**src/rtl/dff_pkg.sv**
```systemverilog
// rtl/dff_pkg.sv - shared limits and occupancy-width helper for dff_pipe
package dff_pkg;

  localparam int WIDTH_MIN = 1;
  localparam int WIDTH_MAX = 64;
  localparam int DEPTH_MIN = 1;
  localparam int DEPTH_MAX = 16;

  // Bits needed to count 0..depth valid stages inclusive.
  function automatic int occ_width(input int depth);
    return $clog2(depth + 1);
  endfunction

endpackage

```
**src/rtl/dff_stage.sv**
```systemverilog
// rtl/dff_stage.sv - one pipeline stage: data register plus valid flag
module dff_stage
  import dff_pkg::*;
#(
  parameter int WIDTH = 8
) (
  input  logic             clk,
  input  logic             resetn,
  input  logic             en,
  input  logic             flush,
  input  logic [WIDTH-1:0] d,
  input  logic             d_vld,
  output logic [WIDTH-1:0] q,
  output logic             q_vld
);

  logic [WIDTH-1:0] data_d, data_q;
  logic             vld_d, vld_q;

  // Flush only drops the valid flag; data keeps its last value.
  always_comb begin
    data_d = data_q;
    vld_d  = vld_q;
    if (flush) begin
      vld_d = 1'b0;
    end else if (en) begin
      data_d = d;
      vld_d  = d_vld;
    end
  end

  // Stage registers with synchronous active-low clear.
  always_ff @(posedge clk) begin
    if (!resetn) begin
      data_q <= '0;
      vld_q  <= 1'b0;
    end else begin
      data_q <= data_d;
      vld_q  <= vld_d;
    end
  end

  assign q     = data_q;
  assign q_vld = vld_q;

endmodule

```
**src/rtl/dff_pipe.sv**
```systemverilog
// rtl/dff_pipe.sv - enabled register pipeline with occupancy count; DFF_PIPE_NQ_EN adds registered nQ
module dff_pipe
  import dff_pkg::*;
#(
  parameter int WIDTH = 8,
  parameter int DEPTH = 4
) (
  input  logic                          C,
  input  logic                          nR,
  input  logic [WIDTH-1:0]              D,
  input  logic                          D_VLD,
  input  logic                          EN,
  input  logic                          FLUSH,
  output logic [WIDTH-1:0]              Q,
  output logic                          Q_VLD,
`ifdef DFF_PIPE_NQ_EN
  output logic [WIDTH-1:0]              nQ,
`endif
  output logic [occ_width(DEPTH)-1:0]   OCC,
  output logic                          FULL,
  output logic                          EMPTY
);

  localparam int                OCC_W    = occ_width(DEPTH);
  localparam logic [OCC_W-1:0]  OCC_FULL = OCC_W'(DEPTH);

  logic [WIDTH-1:0] stage_in  [DEPTH];
  logic [WIDTH-1:0] stage_q   [DEPTH];
  logic [DEPTH-1:0] stage_vin;
  logic [DEPTH-1:0] stage_vld;

  for (genvar i = 0; i < DEPTH; i++) begin : g_stage
    if (i == 0) begin : g_head
      assign stage_in[i]  = D;
      assign stage_vin[i] = D_VLD;
    end else begin : g_link
      assign stage_in[i]  = stage_q[i-1];
      assign stage_vin[i] = stage_vld[i-1];
    end

    dff_stage #(
      .WIDTH (WIDTH)
    ) u_stage (
      .clk    (C),
      .resetn (nR),
      .en     (EN),
      .flush  (FLUSH),
      .d      (stage_in[i]),
      .d_vld  (stage_vin[i]),
      .q      (stage_q[i]),
      .q_vld  (stage_vld[i])
    );
  end

  assign Q     = stage_q[DEPTH-1];
  assign Q_VLD = stage_vld[DEPTH-1];

  logic [OCC_W-1:0] occ_d, occ_q;

  // Occupancy tracks valid bits: one enters with D_VLD, one leaves with the pre-edge Q_VLD.
  always_comb begin
    occ_d = occ_q;
    if (FLUSH) begin
      occ_d = '0;
    end else if (EN) begin
      occ_d = occ_q + OCC_W'(D_VLD) - OCC_W'(Q_VLD);
    end
  end

  // Occupancy register.
  always_ff @(posedge C) begin
    if (!nR) begin
      occ_q <= '0;
    end else begin
      occ_q <= occ_d;
    end
  end

  assign OCC   = occ_q;
  assign FULL  = (occ_q == OCC_FULL);
  assign EMPTY = (occ_q == '0);

`ifdef DFF_PIPE_NQ_EN
  logic [WIDTH-1:0] nq_d, nq_q;

  // Inverted copy of the last stage, loaded from the same input so it is a true register.
  always_comb begin
    nq_d = nq_q;
    if (!FLUSH && EN) begin
      nq_d = ~stage_in[DEPTH-1];
    end
  end

  // Inverted last-stage register; resets to all ones to mirror Q=0.
  always_ff @(posedge C) begin
    if (!nR) begin
      nq_q <= '1;
    end else begin
      nq_q <= nq_d;
    end
  end

  assign nQ = nq_q;
`endif

endmodule

```
**config.mk**
```make
export PLATFORM = sky130hd
export DESIGN_NAME = dff_pipe
export DESIGN_NICKNAME = d
export VERILOG_FILES = /design/src/rtl/dff_pkg.sv /design/src/rtl/dff_stage.sv /design/src/rtl/dff_pipe.sv
export SDC_FILE = /design/constraint.sdc
export NUM_CORES = 1
export LEC_CHECK = 0
export CORE_UTILIZATION = 55
export DETAILED_ROUTE_END_ITERATION = 12
export PLACE_DENSITY = 0.83
export RECOVER_POWER = 50
export SETUP_SLACK_MARGIN = 0.2
export SKIP_LAST_GASP = 1
export SYNTH_ARGS = -nofsm -noshare
export SYNTH_HDL_FRONTEND = slang
export SYNTH_SLANG_ARGS = --single-unit
```
**constraint.sdc**
```tcl
create_clock -name C -period 4.9 [get_ports C]
set_input_delay 0.98 -clock C [delete_from_list [all_inputs] [get_ports C]]
set_output_delay 0.98 -clock C [all_outputs]
set_load 0.05 [all_outputs]
```
Word-level counts from Yosys, hierarchy flattened
Cells that the tools add are included.
Widths: inputs -> output; s select.

storage, ports and cells
  logic and storage cells = 17
  output and inout port bits = 14
  bits in registers = 39
  bits of input ports = 13

operators by class
  reduce and logical (&&, ||, !) cells = 3
  $add $sub $neg = 2
  bitwise logic cells = 2
  equal/unequal tests = 1

operators with widths
  operator            count
  $add 3x1->3         1
  $eq 3x3->1 const B  1
  $logic_not 3->1     1
  $sub 3x1->3         1
  $not 1->1           2
  $reduce_and 2->1    1
  $reduce_or 2->1     1

Logic depth before layout (Yosys ltp)
Gate-level depths: netlist of the first run.

  word-level depth = 2
  gate-level depth with buffers = 9
  depth with buffers taken out = 9

By module
A second synthesis of the first run with hierarchy kept.

unflattened totals
  cell total of the unflattened synthesis = 177
  area total of the unflattened synthesis = 1716.6 um2

modules (own cells, without submodules)
  module     times used  cells each  area an instance (um2)  seq. area each (um2)
  dff_stage  4           39          381.6                   180.2
  dff_pipe   1           21          190.2                   60.1

Least setup slack after synthesis of the first run
No wires, ideal clock.

  path type = reg-to-output
  from = reg occ_q[2], in the netlist OCC[2]
  to = out FULL
  stages on the path, launching flop included = 3
  slack = 2028 ps
  path buffers = 0
  data arrival time = 1892 ps
  cell sequence = dfxtp_1 -> inv_1 -> nor3_1

between the ends
  longest elaborated chain between the ends = 1

ends and longest elaborated chain
  what                      line            source
  start: declaration        dff_pipe.sv:58  logic [OCC_W-1:0] occ_d, occ_q;
  start signal: assignment  dff_pipe.sv:73  occ_q <= '0;
  start signal: assignment  dff_pipe.sv:75  occ_q <= occ_d;
  $eq 3x3->1                dff_pipe.sv:80  assign FULL = (occ_q == OCC_FULL);
  end: declaration          dff_pipe.sv:20  output logic FULL,

No other way between the ends.

Final worst setup path of the first run
  from = in EN
  to = reg g_stage[3].u_stage.data_q[3]

between the ends
  longest elaborated chain between the ends = 1

ends and longest elaborated chain
  what                               line             source
  start: declaration                 dff_pipe.sv:12   input logic EN,
  $reduce_and 2->1 (no source line)  -
  end signal: assignment             dff_stage.sv:38  data_q <= data_d;
  end: declaration                   dff_stage.sv:17  logic [WIDTH-1:0] data_d, data_q;

No other way between the ends.
A chain may end at the register's enable or synchronous reset.

==> reports/metrics.sh, run 1 <==
RUN_STATUS='complete, but fails checks'
FAILING_CHECKS='max-capacitance violations, max-slew violations'
FLOW.AREA_GROWTH_FROM_SYNTHESIS_PCT=17.5
CP.BUFFERS_INVERTERS=1
YS_SEQ_ELEMENTS=39
DIEAREA_UM2=3060
POWER.SHARE.SWITCHING=0.240
GRT_START_MAX_NET_PINS=34
SYNTH_TOP_AREA_FRAC=0.500
WORSTPATHREQUIRED_NS=5.18
FINALCRITPERIODSHARE=0.723
SETUP_WS_NS=1.36
HPWL_MM=1.79
PLACEMENT.IO_BUFFERS=26
P_SEQ_FRAC=0.580
YS_TOP_CELLS_BY_AREA='sky130_fd_sc_hd__dfxtp_1 50%, sky130_fd_sc_hd__nand2_1 15%, sky130_fd_sc_hd__a21boi_1 14%'
WORSTREG2REGEND='OCC[2]'
SHARE_COMB_OF_TOTAL_POWER=0.083
IO_PINS=27
NET_LOAD_SWITCHING_POWER_W=0.000135
REPORT.FINAL.HOLD_VIOL_COUNT=0
FF2FF_SETUP_SLACK_NS=2.91
CLOCKROOTBUFFER='sky130_fd_sc_hd__clkbuf_4'
CTS_MAX_PATH_BUFFERS=2
TRACK_USAGE=0.195
MAIN_SYNTH_FF_TYPE='sky130_fd_sc_hd__dfxtp_1'
PRECTSSETUPSLACK_NS=1.64
SYN-INSTANCE-COUNT=175
ROUTE.FINAL.WIRE_LENGTH_MM=2.59
POST-SYNTH-TOP-AREA-CELL='sky130_fd_sc_hd__dfxtp_1'
VIASPERCELL=5.10
HEIGHT_OF_THE_DIE_UM=55.3
MOST-COMMON-LAYOUT-CELLS='64 x sky130_fd_sc_hd__nand2_1, 39 x sky130_fd_sc_hd__dfxtp_1, 27 x sky130_fd_sc_hd__a21boi_1'
FINAL.SETUP_SKEW_NS=0.00188
TIMING.CRITICAL_PATH.SLOWEST_CELL_DELAY_NS=1.54
NUM_VIAS=1158
INITIAL_UTILIZATION=0.603
POST_DRT_WL_PER_CELL_UM=11.4
POST_CTS_RESIZED=0
MAXCLOCKFREQUENCY_GHz=0.282
NETS=212
TRITONCTS='yes'
FILLERS=212
MET1_LENGTH_MM=1.19
CLOCK_SHARE_OF_POWER=0.337
CRITPATHLAUNCHTYPE='input port'
MET2_WIRELENGTH_MM=1.23
LEAKAGE_nW=0.707
FP.DIEW_UM=55.3
CTS_NUM_SINKS=39
CTS-BUFFERS-INSERTED=5
HP-CLASS='register to register'
WORST_IR_DROP_VDD_uV=247
CRITPATHARRIVALTIME_NS=3.82
TOTALNEGATIVESETUPSLACK_NS=0
WORSTREG2REGSTART='OCC[0]'
NUMBER_OF_CELLS_ON_THE_WORST_REG_TO_REG_PATH=9
INSERTION_DELAY_OF_THE_LATER_CLOCKED_PIN_IN_THE_WORST_SKEW_PAIR_NS=0.35
SYNTH.CELL_AREA_UM2=1560
TOP_LAYER='met4'
GRT_FIRST_PASS_WIRELENGTH_MM=4.64
MOSTFREQUENTLAYOUTCELL='sky130_fd_sc_hd__nand2_1'
FP.COREAREA_UM2=2590
WHS_PATH_DEPTH=2
WORSTMARGINPINSLEW_NS=1.94
CELLPOWERDENSITY_nW_PER_UM2=306
NUMBER_OF_GLOBAL_ROUTE_VIAS_BEFORE_REPAIR=1092
FINAL_LAYOUT_SIZE_SUFFIX_GT1_FRAC=0.0457
GLOBALROUTEOVERFLOWTOTAL=0
SYNTH-EDFF-COUNT=0
CTS-HOLD-FIX-BUFFERS=0
CP_MAX_FO=32
CELL_INTERNAL_PWR_W=0.000427
SYNTHESIS.AREA_PER_INSTANCE_UM2=8.93
GRT_ANTENNA_BEFORE_REPAIR=0
YS_WARN_COUNT=0
CRIT_FAMILY='simple AND/OR/NAND/NOR gates'
CRITICAL_PATH_TOP_DELAY_CELL='sky130_fd_sc_hd__nor2b_1'
SLEW_VIOL_FINAL=33
PLACEMENT_ROWS=18
PATH_CLASS='input port to register'
RSZ0062_AT_GRT='no'
PERIOD_MINUS_SLACK_NS=3.54
DETAIL_ROUTE.FIRST_PASS.ITERATIONS=4
DRC_ERRORS=0
HP-START='g_stage[2].u_stage.q[5]'
PLACE_CONGESTION=0.797
HOLDPATHEND='g_stage[3].u_stage.q[5]'
LAYOUT.CORE_UTILIZATION=0.709
ANTENNA-DIODE-COUNT=0
ROUTED-WL-MET3_UM=125
TIMING.CRITICAL_PATH.CELLS='dlygate4sd3_1 -> nor2b_1 -> nand2_1 -> a21boi_1'
ASYNC_RESET_FF_FRAC=0
NUMBER_OF_MAXIMUM_CAPACITANCE_CONSTRAINT_VIOLATIONS=1
REPORT.FINAL.SETUP_VIOL=0
HTREEDEPTH=2
SYNTH_SEQ_AREA_SHARE=0.500
SYNTH_NETS=191
CRITICAL_PATH.ENDPOINT_TYPE='register'
ANT_NETS=0
TIMING.MAX_SLEW.REL_SLACK=-0.298
CLK_TRANSITION_REPORTED_PATHS_NS=0.11
SYNTH_CELL_TYPES=21
DRT_FIRST_ITER_VIOLATIONS=23
CTS_SETUP_BUFFERS=0
kinds of logic (layout without fill, tap and decap cells):
group	after synthesis	after routing	synth area share
multiplexers	5	5	0.0320
buffers and inverters	16	38	0.0680
adder cells (fa/ha/maj)	3	3	0.0288
XOR/XNOR	1	1	0.00561
flip-flops	39	39	0.500
AND/OR/NAND/NOR	76	76	0.194
AO/OA/AOI/OAI	35	35	0.172
state kept, by name, indices dropped and copies added (netlist names):
signal,cells
OCC,3
g_stage.u_stage.q,32
g_stage.u_stage.q_vld,4
power groups by stage:
| stage | clock [W] | sequential [W] | combinational [W] |
|---|---|---|---|
| after global routing | 0.000208 | 0.000327 | 0.0000512 |
| final | 0.000189 | 0.000326 | 0.0000468 |
| after floorplan | 0 | 0.000335 | 0.0000332 |
| after detailed placement | 0 | 0.000333 | 0.0000486 |
| after global placement | 0 | 0.000333 | 0.0000472 |
| after CTS | 0.000191 | 0.000326 | 0.0000487 |
metrics by stage:
stage | cell area (um^2) | total power (W) | hold WS, ns | instances
after CTS | 1840 | 0.000566 | 0.460 | 227
after global placement | 1770 | 0.000380 | 0.437 | 219
after detailed placement | 1770 | 0.000382 | 0.443 | 219
after floorplan | 1560 | 0.000369 | 0.431 | 175
after global routing | 1840 | 0.000587 | 0.469 | 227
final | 1840 | 0.000562 | 0.459 | 227
tightest hold or removal path: cells and delay by family, from the launching register on:
| kind | cells | cell delay, ns |
|---|---|---|
| simple gates | 1 | 0.05 |
| compound gates | 1 | 0.05 |
| flops | 1 | 0.33 |
layout make-up:
class                      instances  area, um^2  share of cell area
clock buffer                       7        65.1              0.0354
inverter                           4        15.0             0.00817
sequential                        39         781               0.425
multi-input combinational        120         671               0.365
clock inverter                     1        7.51             0.00409
timing repair buffer              26         260               0.142
tap                               30        37.5              0.0204
Yosys cell counts, types with 2 or more instances:
cell type / n
sky130_fd_sc_hd__buf_6: 4
sky130_fd_sc_hd__a21boi_0: 2
sky130_fd_sc_hd__nor2_1: 7
sky130_fd_sc_hd__nor3_1: 2
sky130_fd_sc_hd__inv_1: 4
sky130_fd_sc_hd__clkbuf_1: 3
sky130_fd_sc_hd__a21boi_1: 30
sky130_fd_sc_hd__mux2i_1: 5
sky130_fd_sc_hd__buf_4: 4
sky130_fd_sc_hd__dfxtp_1: 39
sky130_fd_sc_hd__nand2_1: 64
sky130_fd_sc_hd__ha_1: 2
worst max-delay path by stage:
| stage | from | end | cells after the start | slack, ns |
|---|---|---|---|---|
| after floorplan | OCC[2] | FULL | 2 | 2.03 |
| after global placement | EN | g_stage[0].u_stage.q[6] | 4 | 1.79 |
| after detailed placement | EN | g_stage[3].u_stage.q[3] | 4 | 1.64 |
| after CTS | EN | g_stage[3].u_stage.q[3] | 4 | 2.01 |
| after global routing | EN | g_stage[3].u_stage.q[0] | 4 | 1.09 |
| final | EN | g_stage[3].u_stage.q[3] | 4 | 1.36 |
routing by layer:
layer	GRT usage	up-vias
met5	0	-
met3	0.0867	7
met4	0.0857	0
li1	-	606
met2	0.310	28
met1	0.227	517
No activity file was read; power rests on OpenSTA's default activity.
==> run 2: changes to the inputs <==
--- a/config.mk
+++ b/config.mk
@@ -5,9 +5,9 @@
 export SDC_FILE = /design/constraint.sdc
 export NUM_CORES = 1
 export LEC_CHECK = 0
-export CORE_UTILIZATION = 55
+export CORE_UTILIZATION = 46
 export DETAILED_ROUTE_END_ITERATION = 12
-export PLACE_DENSITY = 0.83
+export PLACE_DENSITY = 0.74
 export RECOVER_POWER = 50
 export SETUP_SLACK_MARGIN = 0.2
 export SKIP_LAST_GASP = 1
==> constraint.sdc (replaced) <==
create_clock -name C -period 3.1 [get_ports C]
set_input_delay 0.62 -clock C [delete_from_list [all_inputs] [get_ports C]]
set_output_delay 0.62 -clock C [all_outputs]
set_load 0.05 [all_outputs]
==> reports/metrics.sh, run 2 (synthesized netlist as in run 1, its figures left out) <==
RUN_STATUS='completed'
LEAKAGE_nW=0.652
PLACEMENT_ROWS=20
MOSTFREQUENTLAYOUTCELL='sky130_fd_sc_hd__nand2_1'
CLK_TRANSITION_REPORTED_PATHS_NS=0.10
GRT_ANTENNA_BEFORE_REPAIR=0
CELLPOWERDENSITY_nW_PER_UM2=438
CELL_INTERNAL_PWR_W=0.000624
HPWL_MM=1.69
CRITPATHARRIVALTIME_NS=1.80
TIMING.HOLD.WS_NS=0.453
POST_DRT_WL_PER_CELL_UM=10.3
NUMBER_OF_MAXIMUM_CAPACITANCE_CONSTRAINT_VIOLATIONS=0
PLACEDCELLCOUNT=235
CTS-HOLD-FIX-BUFFERS=0
CRITPATHLAUNCHTYPE='register'
GRT_START_MAX_NET_PINS=34
GLOBALROUTEOVERFLOWTOTAL=0
ANT_NETS=0
TIMING.MAX_SLEW.REL_SLACK=0.602
ANTENNA-DIODE-COUNT=0
WHS_PATH_DEPTH=2
PLACEMENT.IO_BUFFERS=26
CLOCK_SHARE_OF_POWER=0.269
FINAL.SETUP_SKEW_NS=0.00169
INITIAL_UTILIZATION=0.500
NUM_VIAS=1130
ROUTE.FINAL.WIRE_LENGTH_MM=2.48
PLACE_CONGESTION=0.786
RSZ0062_AT_GRT='no'
FINALCRITPERIODSHARE=0.780
P_SEQ_FRAC=0.637
VIASPERCELL=4.69
IO_PINS=27
WORSTMARGINPINSLEW_NS=0.597
REPORT.FINAL.HOLD_VIOL_COUNT=0
CTS_SETUP_BUFFERS=0
GRT_FIRST_PASS_WIRELENGTH_MM=4.37
TRITONCTS='yes'
DIEAREA_UM2=3630
SLEW_VIOL_FINAL=0
NUMBER_OF_CELLS_ON_THE_WORST_REG_TO_REG_PATH=9
NETS=214
PLACEMENT.CELL_AREA_UM2=1800
TRACK_USAGE=0.165
DRT_FIRST_ITER_VIOLATIONS=41
CP_MAX_FO=4
WORST_IR_DROP_VDD_uV=222
LARGEST_REGISTER_FF_COUNT=32
NET_LOAD_SWITCHING_POWER_W=0.000183
CTS_NUM_SINKS=39
WORSTPATHREQUIRED_NS=2.48
REPORT.FINAL.SETUP_VIOL=0
CRITICAL_PATH.ENDPOINT_TYPE='primary output'
CTS-BUFFERS-INSERTED=5
HEIGHT_OF_THE_DIE_UM=60.3
TOTALNEGATIVESETUPSLACK_NS=0
LAYOUT.CORE_UTILIZATION=0.589
NUMBER_OF_GLOBAL_ROUTE_VIAS_BEFORE_REPAIR=1042
MOST-COMMON-LAYOUT-CELLS='64 x sky130_fd_sc_hd__nand2_1, 39 x sky130_fd_sc_hd__dfxtp_1, 25 x sky130_fd_sc_hd__clkdlybuf4s50_1'
HTREEDEPTH=2
POWER.SHARE.SWITCHING=0.227
MAXCLOCKFREQUENCY_GHz=0.413
SHARE_COMB_OF_TOTAL_POWER=0.093
FP.DIEW_UM=60.3
CLOCKROOTBUFFER='sky130_fd_sc_hd__clkbuf_4'
PATH_CLASS='register to primary output'
FP.COREAREA_UM2=3130
LAYOUTNONFILLERINSTCOUNT=241
INSERTION_DELAY_OF_THE_LATER_CLOCKED_PIN_IN_THE_WORST_SKEW_PAIR_NS=0.32
HP-CLASS='register to register'
PERIOD_MINUS_SLACK_NS=2.42
POST_CTS_RESIZED=0
FINAL_LAYOUT_SIZE_SUFFIX_GT1_FRAC=0.0508
FLOW.AREA_GROWTH_FROM_SYNTHESIS_PCT=17.9
FF2FF_SETUP_SLACK_NS=1.13
DETAIL_ROUTE.FIRST_PASS.ITERATIONS=4
FILLERS=302
FINISH.INSTANCE_AREA_UM2=1840
CTS_MAX_PATH_BUFFERS=2
DRC_ERRORS=0
## run 2: critical path, stage by stage (launching register included)
cell and delay, ns:
sky130_fd_sc_hd__dfxtp_1 0.39, sky130_fd_sc_hd__inv_1 0.09, sky130_fd_sc_hd__nor3_1 0.18, sky130_fd_sc_hd__clkdlybuf4s50_1 0.82
## run 2: routing by layer
metal / global-route usage / part of all wire
met5: 0 / 0
met4: 0.0565 / 0.010
met3: 0.0736 / 0.055
met2: 0.261 / 0.47
met1: 0.199 / 0.46
## run 2: area by class of cell
class	instances	area [um^2]	area share
flip-flops and latches	39	781	0.424
multi-input cells	120	678	0.368
repair buffers	28	273	0.148
well taps	44	55.1	0.0299
clock buffers	6	41.3	0.0224
inverters	4	15.0	0.00815
## run 2: per-stage QoR
stage | total power (W) | setup WS (ns)
final | 0.000808 | 0.681
after global routing | 0.000852 | 0.599
after CTS | 0.000823 | 0.647
after detailed placement | 0.000604 | 0.784
after global placement | 0.000602 | 0.842
after floorplan | 0.000582 | 0.588
## run 2: worst paths after layout
| kind | start | to |
|---|---|---|
| worst min-delay path | g_stage[3].u_stage.q[4] | g_stage[3].u_stage.q[4] |
| worst max-delay path | OCC[2] | FULL |
| worst min register to register | g_stage[3].u_stage.q[4] | g_stage[3].u_stage.q[4] |
| worst max register to register | OCC[0] | OCC[2] |
## run 2: power by group through the flow
stage                     registers (W)  clock network, W  logic [W]
final                          0.000515          0.000217  0.0000754
after global routing           0.000516          0.000253  0.0000830
after CTS                      0.000515          0.000230  0.0000781
after detailed placement       0.000527                 0  0.0000778
after global placement         0.000526                 0  0.0000754
after floorplan                0.000530                 0  0.0000524
==> run 3: changes to the inputs <==
==> constraint.sdc (replaced) <==
create_clock -name C -period 2 [get_ports C]
set_input_delay 0.4 -clock C [delete_from_list [all_inputs] [get_ports C]]
set_output_delay 0.4 -clock C [all_outputs]
set_load 0.05 [all_outputs]
==> reports/metrics.sh, run 3 (synthesized netlist as in run 1, its figures left out) <==
LARGEST_REGISTER_FF_COUNT=32
TOTALNEGATIVESETUPSLACK_NS=0
HPWL_MM=1.81
WORSTPATHREQUIRED_NS=2.29
WORSTREG2REGSTART='OCC[0]'
WORSTMARGINPINSLEW_NS=0.607
TRITONCTS='yes'
FP.COREAREA_UM2=3130
GRT_FIRST_PASS_WIRELENGTH_MM=4.33
HTREEDEPTH=2
PLACEDCELLCOUNT=236
PLACEMENT_ROWS=20
FF2FF_SETUP_SLACK_NS=0.26
HOLDPATHEND='g_stage[2].u_stage.q[6]'
VIASPERCELL=4.77
WHS_PATH_DEPTH=2
HP-START='g_stage[1].u_stage.q[6]'
CRITPATHLAUNCHTYPE='register'
LAYOUTNONFILLERINSTCOUNT=246
DIEAREA_UM2=3630
FINAL.SETUP_SKEW_NS=0.0114
POWER.SHARE.SWITCHING=0.240
CRITICAL_PATH.ENDPOINT_TYPE='register'
CLOCKROOTBUFFER='sky130_fd_sc_hd__clkbuf_4'
ROUTE.FINAL.WIRE_LENGTH_MM=2.68
DRC_ERRORS=0
IO_PINS=27
ANT_NETS=0
GRT_START_MAX_NET_PINS=33
NET_LOAD_SWITCHING_POWER_W=0.000334
ANTENNA-DIODE-COUNT=0
GRT_ANTENNA_BEFORE_REPAIR=0
TRACK_USAGE=0.164
CLOCK_SHARE_OF_POWER=0.338
WORSTREG2REGEND='OCC[2]'
CLK_TRANSITION_REPORTED_PATHS_NS=0.12
PLACEMENT.IO_BUFFERS=26
INSERTION_DELAY_OF_THE_LATER_CLOCKED_PIN_IN_THE_WORST_SKEW_PAIR_NS=0.34
PATH_CLASS='register to register'
RSZ0062_AT_GRT='yes'
POST_DRT_WL_PER_CELL_UM=10.9
NUMBER_OF_CELLS_ON_THE_WORST_REG_TO_REG_PATH=9
FINALCRITPERIODSHARE=0.871
CELLPOWERDENSITY_nW_PER_UM2=721
SHARE_COMB_OF_TOTAL_POWER=0.089
FLOW.AREA_GROWTH_FROM_SYNTHESIS_PCT=23.4
INITIAL_UTILIZATION=0.500
PLACE_CONGESTION=0.784
CTS-HOLD-FIX-BUFFERS=0
DETAIL_ROUTE.FIRST_PASS.ITERATIONS=4
TIMING.MAX_SLEW.REL_SLACK=0.596
HP-CLASS='register to register'
NUM_VIAS=1173
CRITPATHARRIVALTIME_NS=2.03
HEIGHT_OF_THE_DIE_UM=60.3
DRT_FIRST_ITER_VIOLATIONS=39
FP.DIEW_UM=60.3
NUMBER_OF_GLOBAL_ROUTE_VIAS_BEFORE_REPAIR=1054
REPORT.FINAL.HOLD_VIOL_COUNT=0
GLOBALROUTEOVERFLOWTOTAL=0
CTS-BUFFERS-INSERTED=5
CELL_INTERNAL_PWR_W=0.00106
LEAKAGE_nW=0.738
WORST_IR_DROP_VDD_uV=379
REPORT.FINAL.SETUP_VIOL=0
NUMBER_OF_MAXIMUM_CAPACITANCE_CONSTRAINT_VIOLATIONS=0
MOST-COMMON-LAYOUT-CELLS='64 x sky130_fd_sc_hd__nand2_1, 37 x sky130_fd_sc_hd__dfxtp_1, 21 x sky130_fd_sc_hd__a21boi_0'
SLEW_VIOL_FINAL=0
PERIOD_MINUS_SLACK_NS=1.74
NETS=217
CTS_MAX_PATH_BUFFERS=2
CP_MAX_FO=3
MAXCLOCKFREQUENCY_GHz=0.574
FINAL_LAYOUT_SIZE_SUFFIX_GT1_FRAC=0.139
MOSTFREQUENTLAYOUTCELL='sky130_fd_sc_hd__nand2_1'
P_SEQ_FRAC=0.573
RUN_STATUS='completed'
CTS_NUM_SINKS=39
## run 3: cell types whose count changed in the layout (fill, tap and decap cells not counted), moves of 3 or more
cell                              before  now
sky130_fd_sc_hd__clkdlybuf4s50_1      25   11
sky130_fd_sc_hd__dlygate4sd2_1         0   11
sky130_fd_sc_hd__buf_4                 1    6
sky130_fd_sc_hd__inv_1                 4    1
## run 3: metal layers
layer  wire, um  vias to the layer above  share of wire  global-route usage
met3        117                        5          0.044              0.0390
li1           -                      612              -                   -
met5          0                        -              0                   0
met4         54                        0          0.020              0.0997
met1       1200                      532           0.45               0.184
met2       1310                       24           0.49               0.279
## run 3: worst max-delay path by stage
stage	to	from	cells past startpoint
after floorplan	FULL	OCC[2]	2
after global placement	OCC[2]	D_VLD	7
after detailed placement	OCC[2]	D_VLD	7
after CTS	OCC[2]	OCC[0]	9
after global routing	OCC[2]	OCC[0]	9
final	OCC[2]	OCC[0]	9
## run 3: layout make-up
type / count / area (um^2)
fill: 299 / 1200
multi-input combinational: 120 / 721
clock inverter: 2 / 13.8
inverter: 4 / 17.5
timing repair buffer: 31 / 270
clock buffer: 6 / 62.6
tap: 44 / 55.1
sequential: 39 / 788
## run 3: power groups by stage
stage	sequential, W	combinational [W]	clock [W]
after floorplan	0.000821	0.0000848	0
after global placement	0.000814	0.000125	0
after detailed placement	0.000815	0.000130	0
after CTS	0.000798	0.000130	0.000487
after global routing	0.000799	0.000136	0.000517
final	0.000797	0.000124	0.000470
## run 3: through the flow
| step | hold WS [ns] | power [W] | util | instance area [um^2] | setup WS, ns |
|---|---|---|---|---|---|
| finish | 0.458 | 0.00139 | 0.616 | 1930 | 0.259 |
| CTS | 0.459 | 0.00141 | 0.618 | 1930 | 0.220 |
| global route | 0.479 | 0.00145 | 0.616 | 1930 | 0.180 |
| global placement | 0.437 | 0.000939 | 0.598 | 1870 | 0.0227 |
| detailed placement | 0.445 | 0.000945 | 0.598 | 1870 | -0.0272 |
| floorplan | 0.431 | 0.000905 | - | 1620 | 0.0911 |
## run 3: worst max-delay path, cell delays in order (launching register included)
cell and delay [ns]:
sky130_fd_sc_hd__dfxtp_4 0.38, sky130_fd_sc_hd__inv_2 0.04, sky130_fd_sc_hd__ha_4 0.21, sky130_fd_sc_hd__inv_4 0.05, sky130_fd_sc_hd__ha_4 0.12, sky130_fd_sc_hd__inv_2 0.03
sky130_fd_sc_hd__fa_2 0.35, sky130_fd_sc_hd__xor2_2 0.16, sky130_fd_sc_hd__a211oi_2 0.22, sky130_fd_sc_hd__a31o_1 0.12
## run 3: what timing repair did
action / CTS / global route
setup endpoints to repair: 11 / 1
gates resized for setup: 11 / 1
pin swaps: 0 / 2
cloned: 0 / 0
setup buffers: 0 / 2
